[src/rtl/elastic_reg_pipe_pkg.sv]
// Shared types and the stage-0 data transform for the elastic register pipe.
package elastic_reg_pipe_pkg;

  typedef enum logic [1:0] {
    XF_PASS = 2'd0,
    XF_INV  = 2'd1,
    XF_REV  = 2'd2
  } xform_e;

  // Widest data word the transform handles; callers zero-extend and truncate.
  localparam int XF_MAX_W = 64;

  function automatic logic [XF_MAX_W-1:0] xform(input xform_e mode,
                                               input logic [XF_MAX_W-1:0] d,
                                               input int w);
    logic [XF_MAX_W-1:0] r;
    case (mode)
      XF_INV: r = ~d;
      XF_REV: begin
        // Reverse the full word, then slide the live bits back down to [w-1:0].
        r = {<<{d}};
        r = r >> (XF_MAX_W - w);
      end
      default: r = d;
    endcase
    return r;
  endfunction

endpackage

[src/rtl/elastic_reg_pipe_stage.sv]
// One elastic stage: main register plus skid register, ready driven from state only.
module elastic_reg_stage #(
  parameter int WIDTH = 8
) (
  input  logic             clk,
  input  logic             rst,
  input  logic             flush,
  input  logic             up_valid,
  output logic             up_ready,
  input  logic [WIDTH-1:0] up_data,
  output logic             dn_valid,
  input  logic             dn_ready,
  output logic [WIDTH-1:0] dn_data
);

  logic             main_vld;
  logic             skid_vld;
  logic [WIDTH-1:0] main_dat;
  logic [WIDTH-1:0] skid_dat;
  logic             take;
  logic             accept;

  assign up_ready = !skid_vld;
  assign dn_valid = main_vld;
  assign dn_data  = main_dat;
  assign take     = main_vld && dn_ready;
  assign accept   = up_valid && !skid_vld;

  always_ff @(posedge clk or posedge rst) begin
    if (rst) begin
      main_vld <= 1'b0;
      skid_vld <= 1'b0;
      main_dat <= '0;
      skid_dat <= '0;
    end else if (flush) begin
      main_vld <= 1'b0;
      skid_vld <= 1'b0;
    end else if (skid_vld) begin
      // Upstream is stalled here, so only the skid-to-main refill can happen.
      if (take) begin
        main_dat <= skid_dat;
        skid_vld <= 1'b0;
      end
    end else if (main_vld && !take) begin
      if (accept) begin
        skid_dat <= up_data;
        skid_vld <= 1'b1;
      end
    end else begin
      main_vld <= accept;
      if (accept) main_dat <= up_data;
    end
  end

endmodule

[src/rtl/elastic_reg_pipe.sv]
// Elastic valid/ready register pipe: DEPTH skid-buffered stages, stage-0 transform,
// occupancy count and synchronous flush.
module elastic_reg_pipe
  import elastic_reg_pipe_pkg::*;
#(
  parameter  int WIDTH = 8,
  parameter  int DEPTH = 3,
  parameter  int XFORM = 0,
  localparam int CNT_W = $clog2(2*DEPTH+1)
) (
  input  logic             CLK,
  input  logic             RST,
  input  logic             FLUSH,
  input  logic             IN_VALID,
  output logic             IN_READY,
  input  logic [WIDTH-1:0] IN_DATA,
  output logic             OUT_VALID,
  input  logic             OUT_READY,
  output logic [WIDTH-1:0] OUT_DATA,
  output logic [CNT_W-1:0] OCCUPANCY
);

  localparam xform_e XF_MODE = xform_e'(XFORM[1:0]);

  logic [DEPTH:0]   vld_chain;
  logic [DEPTH:0]   rdy_chain;
  logic [WIDTH-1:0] dat_chain [DEPTH+1];
  logic [CNT_W-1:0] occ;
  logic             in_fire;
  logic             out_fire;

  // Stage 0 entry: transform applied once here, later stages copy verbatim.
  assign vld_chain[0]     = IN_VALID && !FLUSH;
  assign dat_chain[0]     = WIDTH'(xform(XF_MODE, XF_MAX_W'(IN_DATA), WIDTH));
  assign rdy_chain[DEPTH] = OUT_READY && !FLUSH;

  for (genvar i = 0; i < DEPTH; i++) begin : g_stage
    elastic_reg_stage #(.WIDTH(WIDTH)) u_stage (
      .clk      (CLK),
      .rst      (RST),
      .flush    (FLUSH),
      .up_valid (vld_chain[i]),
      .up_ready (rdy_chain[i]),
      .up_data  (dat_chain[i]),
      .dn_valid (vld_chain[i+1]),
      .dn_ready (rdy_chain[i+1]),
      .dn_data  (dat_chain[i+1])
    );
  end

  assign IN_READY  = rdy_chain[0] && !FLUSH && !RST;
  assign OUT_VALID = vld_chain[DEPTH] && !FLUSH && !RST;
  assign OUT_DATA  = dat_chain[DEPTH];

  assign in_fire  = IN_VALID && IN_READY;
  assign out_fire = OUT_VALID && OUT_READY;

  // Occupancy tracks words held across all stages.
  always_ff @(posedge CLK or posedge RST) begin
    if (RST) begin
      occ <= '0;
    end else if (FLUSH) begin
      occ <= '0;
    end else if (in_fire && !out_fire) begin
      occ <= occ + CNT_W'(1);
    end else if (out_fire && !in_fire) begin
      occ <= occ - CNT_W'(1);
    end
  end

  assign OCCUPANCY = occ;

endmodule

[config.mk]
export PLATFORM = sky130hd
export DESIGN_NAME = elastic_reg_pipe
export DESIGN_NICKNAME = d
export VERILOG_FILES = /design/src/rtl/elastic_reg_pipe_pkg.sv /design/src/rtl/elastic_reg_pipe_stage.sv /design/src/rtl/elastic_reg_pipe.sv
export SDC_FILE = /design/constraint.sdc
export NUM_CORES = 1
export LEC_CHECK = 0
export ABC_AREA = 1
export BUFFER_PORTS_ARGS = -buffer_cell sky130_fd_sc_hd__buf_4
export CAP_MARGIN = 10
export CORE_ASPECT_RATIO = 0.6
export CORE_MARGIN = 4
export CORE_UTILIZATION = 58
export DETAILED_ROUTE_END_ITERATION = 8
export HOLD_SLACK_MARGIN = 0.15
export PLACE_DENSITY = 0.78
export SYNTH_ARGS = -nofsm -noshare
export SYNTH_HDL_FRONTEND = slang
export SYNTH_SLANG_ARGS = --single-unit
export TNS_END_PERCENT = 1
[constraint.sdc]
create_clock -name CLK -period 2.3 [get_ports CLK]
set_clock_uncertainty 0.1 [all_clocks]
set_input_delay 0.115 -clock CLK [delete_from_list [all_inputs] [get_ports CLK]]
set_output_delay 0.115 -clock CLK [all_outputs]
set_load 0.02 [all_outputs]
# After elaboration in Yosys (flattened, before gate mapping)

Cells that the tools add are included.

Bits of input ports: 13
Register bits after elaboration: 57
Output and inout port bits: 13

Reductions and logical operators: 40
Bitwise gates (word level): 4
Eq/ne operators: 12
Multiplexer cells: 39
Add/subtract/negate cells: 2

Operators with widths:

| kind                | number |
|---|---|
| $mux 8              | 12 |
| $mux 1              | 24 |
| $reduce_and 4->1    | 6 |
| $ne 2x2->1 const B  | 9 |
| $logic_and 1x1->1   | 17 |
| $logic_not 1->1     | 10 |
| $mux 3              | 3 |
| $ne 2x1->1 const B  | 3 |
| $reduce_and 2->1    | 3 |
| $reduce_bool 2->1   | 3 |
| $not 1->1           | 4 |
| $add 3x1->3 const B | 1 |
| $reduce_bool 3->1   | 1 |
| $sub 3x1->3 const B | 1 |

# Depth between registers and ports, before layout

Gate-level depths: netlist of run 1.

Depth after elaboration: 9
Depth in mapped cells: 12
Depth with buffers taken out: 11

# Hierarchy

From an unflattened synthesis of run 1, not the netlist that was laid out.

Cell total of the unflattened synthesis: 367
Area, all modules: 2862.7 µm²

Modules (own cells, without submodules):

| module            | seq. area each (µm²) | area an instance (µm²) | cells an instance | times used |
|---|---|---|---|---|
| elastic_reg_stage | 450.4                | 859.6                  | 109               | 3 |
| elastic_reg_pipe  | 75.1                 | 284.0                  | 40                | 1 |

# Worst setup path after synthesis of run 1

OpenSTA, ideal clock, no wires.

Path kind: input port to flip-flop
Start: input port RST
End: register occ[2] (netlist: OCCUPANCY[2])
Buffers on the path: 0
Stages on the path: 10
Data required time: 2083 ps
Setup slack: -562 ps
Arrival: 2645 ps
Library setup time: 117 ps
Cell sequence: inv_1 -> nand3_1 -> nand2_1 -> inv_1 -> fa_1 -> xnor2_1 -> o21bai_1 -> nand2_1 -> nand2_1 -> nand2_1

Cells in the longest elaborated chain, start to end: 7

Ends and longest elaborated chain:

| what                                 | RTL line               | source |
|---|---|---|
| start: declaration                   | elastic_reg_pipe.sv:12 | `input logic RST,` |
| $logic_not 1->1 (no source line) (*) | n/a                    |  |
| $logic_and 1x1->1                    | elastic_reg_pipe.sv:52 | `assign OUT_VALID = vld_chain[DEPTH] && !FLUSH && !RST;` |
| $logic_and 1x1->1                    | elastic_reg_pipe.sv:56 | `assign out_fire = OUT_VALID && OUT_READY;` |
| $logic_not 1->1                      | elastic_reg_pipe.sv:64 | `end else if (in_fire && !out_fire) begin` |
| $logic_and 1x1->1                    | elastic_reg_pipe.sv:64 |  |
| $mux 3                               | elastic_reg_pipe.sv:64 |  |
| $mux 3                               | elastic_reg_pipe.sv:62 | `end else if (FLUSH) begin` |
| end signal: assignment               | elastic_reg_pipe.sv:65 | `occ <= occ + CNT_W'(1);` |
| end signal: assignment               | elastic_reg_pipe.sv:67 | `occ <= occ - CNT_W'(1);` |
| end: declaration                     | elastic_reg_pipe.sv:28 | `logic [CNT_W-1:0] occ;` |

Mark *: on every way between the ends. The rest lies on a longest branch, timed or not.
A chain may end at the register's enable or synchronous reset.

# Final worst setup path of run 1

Start: input port FLUSH
End: register occ[2] (netlist: OCCUPANCY[2])

Cells in the longest elaborated chain, start to end: 8

Ends and longest elaborated chain:

| what                            | RTL line                                       | source |
|---|---|---|
| start: declaration              | elastic_reg_pipe.sv:13                         | `input logic FLUSH,` |
| $logic_not 1->1                 | elastic_reg_pipe.sv:51, elastic_reg_pipe.sv:52 |  |
| $logic_and 1x1->1 (2 in series) | elastic_reg_pipe.sv:52                         |  |
| $logic_and 1x1->1               | elastic_reg_pipe.sv:56                         |  |
| $logic_not 1->1                 | elastic_reg_pipe.sv:64                         |  |
| $logic_and 1x1->1               | elastic_reg_pipe.sv:64                         |  |
| $mux 3                          | elastic_reg_pipe.sv:64                         |  |
| $mux 3                          | elastic_reg_pipe.sv:62                         |  |

Parallel ways exist; a longest one is shown, timed or not.

==> run summary, run 1 <==
Final nets - 366
CP Class - input pin to register
Overall Global Routing Usage - 20.2%
Pwr dens - 798 nW/um2
Row Count - 18
Max Fclk - 0.500 GHz
Die height - 60.8 um
Worst-Margin Slew - 0.661 ns
Dpl hpwl - 3.36 mm
Hold Path Class - input pin to async pin
Post-route DRC - 0
Syn_nets - 334
Synth Instances - 320
Router iterations before antenna repair - 4
Critical path launch point - FLUSH
Crit path max fanout - 10
Setup bufs post-CTS - 0
Post-synth top area share - 52.9%
Ranking of synthesized cells by area - dfrtp_1, nand2_1, o21ai_0, inv_1, buf_4
Vias - 2129
Final period utilization - 86.9%
Register area share after synthesis - 52.9%
Largest net degree at the start of global routing - 55
CP dominant cell by count - nand2_1
First-pass GRT wire length - 8.89 mm
CP delay by family, top - buffers and inverters
Vias in the first global route - 2065
Syn_area_per_cell - 8.43 um2
Critical path required time - 2.42 ns
# clock sinks - 57
RR Endpoint - OCCUPANCY[2]
Cell breakdown of the critical path - dlygate4sd3_1 > buf_4 > nor2_1 > nand3_1 > nand2_2 > inv_1 > fa_2 > xnor2_1 > o21bai_1 > nand2_1 > nand2_1 > nand2_1
R2R depth - 11
Critical path depth - 12
Ant. Diodes - 0
CP max-delay cell - dlygate4sd3_1
Cell area after layout - 3190 um2
MaxCap Viol Count - 0
Min cycle time layout - 2.00 ns
Yosys cell types - 23
Internal - 1880 uW
Vias per inst - 5.11
Setup crit end - OCCUPANCY[2]
R2R Setup Slk - 0.43 ns
Beginning of the worst register-to-register path - g_stage[2].u_stage.dn_valid
GR Overflow Total - 0
CTS tree - done
Design Power - 2550 uW
TritonCTS buffer count - 9
Ports - 26
Yosys warns - 0
Detailed Route Iter0 Violations - 110
LEAKAGE - 0.00153 uW
Clock Path Buffers - 2
Die Wd - 96.0 um
Number of port buffers - 25
Slew Viols, Final - 0
Critical Path Sink Type - register
Clk network pwr share - 38.1%
# setup viols final - 0
Initial antenna violation count - 0
Area Overhead vs Synth - 18.4%
DRT Wirelength - 4.93 mm
CP Launch Type - input pin
Fill cells - 333
Area of the multi-input gates - 982 um2
Worst slew margin - 56.0%
Area post-placement - 2850 um2
Remaining antenna violation count - 0
Flops & latches, synth - 57
Leading area contributor after synthesis - dfrtp_1
Die ar. - 5840 um2
Seq pwr share - 45.7%
Outcome - completed
Switching power - 669 uW
Data arrival time of the critical path - 2.12 ns
Sw frac - 26.2%
Starting Density - 62.7%
CTS HTree Levels - 3
GP Congestion - 0.811
Clock Pin Slew Worst Setup and Hold Paths - 0.06 ns
Synthesized cell area - 2700 um2
Layout cell share with drive strength beyond 1 - 16.0%
Wirelength per Cell - 11.8 um
Final Hold Vio Count - 0
Cts repair resizes - 0
WP buf/inv - 3
Slowest stage delay, CP - 0.54 ns
Core box area - 4300 um2
VDD IR max - 0.000555 V
RSZ-0062 raised after global routing - false
Worst-Skew Late Latency - 0.34 ns
Root Buffer - clkbuf_8
Combinational share of power - 16.2%
Register area - 1430 um2
-- synth_stat cells --
cell type	n
nand2_1	97
o21ai_0	69
dfrtp_1	57
inv_1	37
buf_4	10
nor2_1	8
o21a_1	8
nand3_1	6
buf_2	4
buf_6	4
o21ai_1	3
a21oi_1	2
a21oi_4	2
clkbuf_1	2
nand2_2	2
nor2_4	2
fa_1	1
inv_2	1
inv_6	1
nand4_1	1
o211ai_1	1
o21bai_1	1
xnor2_1	1
-- placed cells by master, fill, tap and decap left out, types with 3 or more instances in the layout --
cell           netlist  final
nand2_1             97     95
o21ai_0             69     69
dfrtp_1             57     57
inv_1               37     36
buf_4               10     28
dlygate4sd3_1        0     13
clkbuf_8             0     12
o21a_1               8      8
nor2_1               8      7
nand3_1              6      6
nand2_2              2      4
clkinvlp_4           0      3
o21ai_1              3      3
-- power groups by stage --
stage                     Clock [uW]  Combinational (uW)  Sequential [uW]
after detailed placement           0                 398             1190
after CTS                        997                 420             1170
after global placement             0                 390             1180
after global routing            1050                 464             1180
after floorplan                    0                 314             1180
final                            971                 413             1170
-- state kept, by name, indices dropped and copies added, names as in the netlist --
register,cells
g_stage.u_stage.dn_valid,3
g_stage.u_stage.skid_dat,24
OCCUPANCY,3
g_stage.u_stage.skid_vld,3
g_stage.u_stage.dn_data,24
-- how the worst min path moves through the flow --
| stage | from | endpoint | depth (start not counted) |
|---|---|---|---|
| 3_3_place_gp | RST | OCCUPANCY[2] | 2 |
| 3_5_place_dp | RST | OCCUPANCY[1] | 2 |
| 5_1_grt | RST | OCCUPANCY[0] | 3 |
| 6_report | RST | OCCUPANCY[0] | 3 |
| 2_1_floorplan | RST | OCCUPANCY[0] | 1 |
| 4_1_cts | RST | OCCUPANCY[2] | 3 |
-- final cells by class --
| type | instances | share of cell area (%) |
|---|---|---|
| clock buffers | 12 | 5.17 |
| clock inverters | 4 | 1.57 |
| inverters | 39 | 4.86 |
| multi-input cells | 204 | 30.7 |
| flip-flops and latches | 57 | 44.7 |
| well taps | 60 | 2.35 |
| repair buffers | 41 | 10.7 |
-- per-layer routing --
metal | share of wire, % | vias up | wire length, um | track usage, %
met5 | 0 | - | 0 | 0
met4 | 1.7 | 0 | 83 | 7.89
met3 | 5.4 | 12 | 265 | 7.06
met2 | 44 | 44 | 2180 | 32.8
met1 | 49 | 1003 | 2410 | 25.2
li1 | - | 1070 | - | -
-- through the flow --
stage	setup TNS, ns	hold slack, ns	utilization [%]	worst slack (ns)	std cells
after floorplan	-0.0564	0.123	-	-0.0564	320
after global placement	0	-0.0351	66.2	0.506	388
after detailed placement	0	-0.0320	66.2	0.446	388
after CTS	0	0.151	74.3	0.319	417
after global routing	0	0.188	74.3	0.121	417
final	0	0.170	74.3	0.301	417
-- kinds of logic after synthesis --
group / count (synthesis) / synth area share, %
flops: 57 / 52.9
fa+ha+maj: 1 / 0.742
simple gates: 116 / 17.3
buf+inv: 59 / 11.1
compound gates: 86 / 17.7
xor+xnor: 1 / 0.325
-- worst min-delay path, stage by stage --
cell,delay (ns)
dlygate4sd3_1,0.53
buf_4,0.15
clkinvlp_4,0.15
-- timing repair --
item | in CTS | in global routing
endpoints found under the setup margin | 0 | 0
hold buffers | 13 | 0
hold endpoints to repair | 82 | 0
Note: power is estimated with default switching activity, not from simulation.
==> inputs of run 2 (changes only) <==
ABC_AREA = 0   (was 1)
==> run 2 against run 1 <==
Net effect: core utilization is 0.22 points higher; critical path depth decreased by 6; area after synthesis decreased by 1.0%.
==> run summary, run 2 <==
Outcome - completed
Pwr dens - 817 nW/um2
VDD IR max - 0.000739 V
Leading area contributor after synthesis - dfrtp_1
CP max-delay cell - dfrtp_1
Ant. Diodes - 0
Number of port buffers - 25
Die height - 60.6 um
# clock sinks - 57
Row Count - 18
Worst-Margin Slew - 0.471 ns
Wirelength per Cell - 14.1 um
Clock Path Buffers - 2
CTS tree - done
Min cycle time layout - 2.19 ns
Worst slew margin - 68.5%
Post-route DRC - 0
CTS HTree Levels - 3
Layout cell share with drive strength beyond 1 - 38.8%
Met2 routed WL - 2.15 mm
Setup crit end - OCCUPANCY[2]
R2R depth - 6
Final period utilization - 95.3%
Core box area - 4280 um2
# setup viols final - 0
Asr flop ratio synth - 100%
LEAKAGE - 0.00149 uW
Ports - 26
Top sig layer - met4
Commonest non-fill, non-tap cell in the layout - dfrtp_1
Critical path launch point - g_stage[2].u_stage.dn_valid
Largest net degree at the start of global routing - 55
Remaining antenna violation count - 0
Vias per inst - 5.28
GP Congestion - 0.767
RR Endpoint - OCCUPANCY[2]
CP Launch Type - register
Register area share after synthesis - 53.4%
Flops & latches, synth - 57
Cts repair resizes - 0
Die Wd - 95.6 um
Crit path max fanout - 6
Critical Path Sink Type - register
Ranking of synthesized cells by area - dfrtp_1, mux2_2, mux2i_1, o21ai_0, nand2_1
Final nets - 267
Die ar. - 5790 um2
Vias - 1680
Met1 wire length - 2.09 mm
Fill cells - 295
Root Buffer - clkbuf_8
Met3 WL - 210 um
Data arrival time of the critical path - 2.30 ns
DRT Wirelength - 4.49 mm
Count leader, synth - dfrtp_1
Most frequent cells after synthesis - dfrtp_1, mux2_2, o21ai_0
Post-synth EDFFs - 0
Cell breakdown of the critical path - and2_0 > nor4_1 > fa_1 > or3_1 > a21oi_1 > mux2_2
Max Fclk - 0.456 GHz
Commonest non-fill, non-tap cells in the layout - dfrtp_1, mux2_2, buf_4
GR Overflow Total - 0
CP delay by family, top - simple AND/OR/NAND/NOR gates
Initial antenna violation count - 0
Overall Global Routing Usage - 18.5%
Core Util, Final - 74.5%
Beginning of the worst register-to-register path - g_stage[2].u_stage.dn_valid
Worst-Skew Late Latency - 0.32 ns
Area Overhead vs Synth - 19.4%
Slowest stage delay, CP - 0.42 ns
Clock Pin Slew Worst Setup and Hold Paths - 0.06 ns
MaxCap Viol Count - 0
Detailed Route Iter0 Violations - 35
Hold_buf cts - 12
Slew Viols, Final - 0
Router iterations before antenna repair - 5
First-pass GRT wire length - 7.77 mm
Critical path required time - 2.41 ns
Syn_nets - 229
Critical path depth - 6
Hold Path Class - input pin to async pin
Vias in the first global route - 1682
Post-synth top area share - 53.4%
Starting Density - 62.4%
WP buf/inv - 0
Dpl hpwl - 3.10 mm
Final Hold Vio Count - 0
TritonCTS buffer count - 9
RSZ-0062 raised after global routing - false
Synth Flop Type - dfrtp_1
Sum Neg Setup Slack - 0 ns
CP Class - register to register
R2R Setup Slk - 0.11 ns
Syn_area_per_cell - 12.4 um2
Yosys cell types - 33
Synthesized cell area - 2670 um2
Synth Instances - 215
Yosys warns - 0
Setup bufs post-CTS - 0
[run 2: worst min-delay path by stage]
stage	to	slack, ns	cells past startpoint
after floorplan	g_stage[0].u_stage.skid_dat[0]	0.17	1
after global routing	OCCUPANCY[0]	0.16	3
after CTS	OCCUPANCY[1]	0.15	3
after detailed placement	OCCUPANCY[1]	-0.05	2
after global placement	OCCUPANCY[1]	-0.06	2
final	OCCUPANCY[2]	0.17	3
[run 2: per-stage QoR]
stage	std cells	area, um2	setup WS (ns)	power [uW]	hold WS [ns]
finish	318	3190	0.107	2600	0.168
global route	318	3190	0.0144	2750	0.156
CTS	318	3190	0.103	2640	0.152
detailed placement	290	2870	0.110	1740	-0.0513
global placement	290	2870	0.212	1720	-0.0572
floorplan	215	2670	0.155	1640	0.166
[run 2: where the power goes]
part           leakage, uW  switching [uW]  internal, uW
combinational     0.000634             236           253
clock             0.000102             366           505
sequential        0.000759            92.0          1150
total              0.00150             694          1910
[run 2: worst min-delay path: stages]
cell and delay (ns):
dlygate4sd3_1 0.54, buf_4 0.17, inv_2 0.12
[run 2: kinds of logic (layout without fill, tap and decap cells)]
family	after synthesis	in the layout	share of synthesized area, %
XOR/XNOR	1	1	0.328
adder cells (fa/ha/maj)	1	1	0.750
AND/OR/NAND/NOR	44	44	9.75
buffers and inverters	22	65	5.34
AO/OA/AOI/OAI	32	32	6.70
flip-flops	57	57	53.4
multiplexers	58	58	23.7
[run 2: final cells by class]
class / instances / area (um2) / area share, %
clock buffer: 14 / 183 / 5.73
timing repair buffer: 44 / 373 / 11.7
tap: 60 / 75.1 / 2.36
multi-input combinational: 136 / 1100 / 34.6
inverter: 5 / 18.8 / 0.589
sequential: 57 / 1430 / 44.8
clock inverter: 2 / 10.0 / 0.314
[run 2: routing by layer]
layer	GRT usage [%]	vias up
li1	-	830
met1	22.7	817
met2	30.0	27
met3	6.94	6
met4	7.89	0
met5	0	-
==> inputs of run 3 (changes only) <==
CORE_ASPECT_RATIO = not set   (was 0.6)
==> run 3 against run 2 <==
Net effect: die area decreased by 0.61%; wire length decreased by 4.0%; via count decreased by 2.3%; core utilization decreased by 2.0 points; global-route usage decreased by 0.45 points; fmax decreased by 0.21%; critical endpoint unchanged.
==> run summary, run 3 (synthesized netlist as in run 2, its figures left out) <==
Critical Path Sink Type - register
Place WS - 0.153 ns
Register area - 1430 um2
Starting Density - 60.5%
Root Buffer - clkbuf_8
Post-route DRC - 0
Final nets - 265
Wirelength per Cell - 14.0 um
Hold Path Class - input pin to async pin
Crit path max fanout - 6
Number of port buffers - 25
Area post-placement - 2850 um2
Row Count - 24
Ports - 26
CTS tree - done
Hold_ws - 0.313 ns
Area Overhead vs Synth - 19.8%
R2R Setup Slk - 0.10 ns
Die Wd - 75.9 um
VDD IR max - 0.000586 V
CP Launch Type - register
Outcome - completed
Dpl hpwl - 2.76 mm
Area of the multi-input gates - 1100 um2
Worst-Margin Slew - 0.608 ns
CTS HTree Levels - 3
First-pass GRT wire length - 7.48 mm
Slew Viols, Final - 0
Die height - 75.9 um
TritonCTS buffer count - 9
Initial antenna violation count - 0
Placed insts - 280
Router iterations before antenna repair - 5
Pwr dens - 869 nW/um2
Cell breakdown of the critical path - and2_0 > nor4_1 > fa_1 > or3_1 > a21oi_1 > mux2_2
RSZ-0062 raised after global routing - false
Critical path required time - 2.41 ns
Detailed Route Iter0 Violations - 95
Sum Neg Setup Slack - 0 ns
Die ar. - 5750 um2
Clock Pin Slew Worst Setup and Hold Paths - 0.07 ns
Remaining antenna violation count - 0
MaxCap Viol Count - 0
Vias - 1642
Vias in the first global route - 1545
Ant. Diodes - 0
Worst-Skew Late Latency - 0.33 ns
Worst slew margin - 59.5%
# setup viols final - 0
Min cycle time layout - 2.20 ns
Max Fclk - 0.455 GHz
Final period utilization - 95.5%
Core box area - 4410 um2
Vias per inst - 5.33
# clock sinks - 57
Overall Global Routing Usage - 18.0%
Layout cell share with drive strength beyond 1 - 38.7%
Commonest non-fill, non-tap cells in the layout - dfrtp_1, mux2_2, buf_4
CP max-delay cell - dfrtp_1
Fill cells - 313
Commonest non-fill, non-tap cell in the layout - dfrtp_1
CP delay by family, top - simple AND/OR/NAND/NOR gates
Fin cells - 308
Final Hold Vio Count - 0
Fin worst setup slack - 0.103 ns
WP buf/inv - 0
Cell area after layout - 3200 um2
GR Overflow Total - 0
Largest net degree at the start of global routing - 39
Data arrival time of the critical path - 2.31 ns
Slowest stage delay, CP - 0.42 ns
CP Class - register to register
DRT Wirelength - 4.31 mm
LEAKAGE - 0.00150 uW
Clock Path Buffers - 2
GP Congestion - 0.686
[run 3: cell count changes in the layout (fill, tap and decap cells not counted)]
cell | before | now
buf_4 | 31 | 29
bufinv_16 | 0 | 2
clkbuf_8 | 13 | 11
clkbuf_1 | 1 | 0
clkinvlp_4 | 0 | 1
[run 3: final cells by class]
| type | instances | area share, % |
|---|---|---|
| inverter | 5 | 0.587 |
| clock buffer | 11 | 4.73 |
| tap | 52 | 2.03 |
| multi-input combinational | 136 | 34.4 |
| sequential | 57 | 44.6 |
| clock inverter | 5 | 2.43 |
| timing repair buffer | 42 | 11.2 |
[run 3: final timing paths]
path	start	to	cells past startpoint
worst max-delay path	g_stage[2].u_stage.dn_valid	OCCUPANCY[2]	6
worst min-delay path	RST	g_stage[2].u_stage.dn_valid	3
worst max register to register	g_stage[2].u_stage.dn_valid	OCCUPANCY[2]	6
worst min register to register	g_stage[2].u_stage.skid_dat[6]	g_stage[2].u_stage.skid_dat[6]	1
max in group asynchronous	RST	g_stage[1].u_stage.skid_dat[6]	4
min in group CLK	g_stage[2].u_stage.skid_dat[6]	g_stage[2].u_stage.skid_dat[6]	1
[run 3: where the power goes]
| group | total [uW] | internal, uW | switching [uW] |
|---|---|---|---|
| clock | 1050 | 665 | 385 |
| sequential | 1240 | 1150 | 91.9 |
| combinational | 486 | 252 | 235 |
| total | 2780 | 2070 | 712 |
[run 3: timing repair]
action	in CTS	in global routing
endpoints found under the hold margin	82	0
setup buffers	0	0
hold buffers	12	0
resized for setup	0	0
[run 3: tightest hold or removal path: stages]
cell           delay [ns]
dlygate4sd3_1        0.54
buf_4                0.17
inv_2                0.35
[run 3: stage by stage]
stage | total power, uW | utilization, %
after floorplan | 1640 | -
after global placement | 1720 | 64.5
after detailed placement | 1730 | 64.5
after CTS | 2820 | 72.4
after global routing | 2930 | 72.4
final | 2780 | 72.4
[run 3: routing by layer]
metal	up-vias	track usage (%)	part of all wire, %
met4	0	7.57	1.7
met2	28	25.7	47
met1	787	24.2	47
met3	8	7.78	4.3
li1	819	-	-
met5	-	0	0
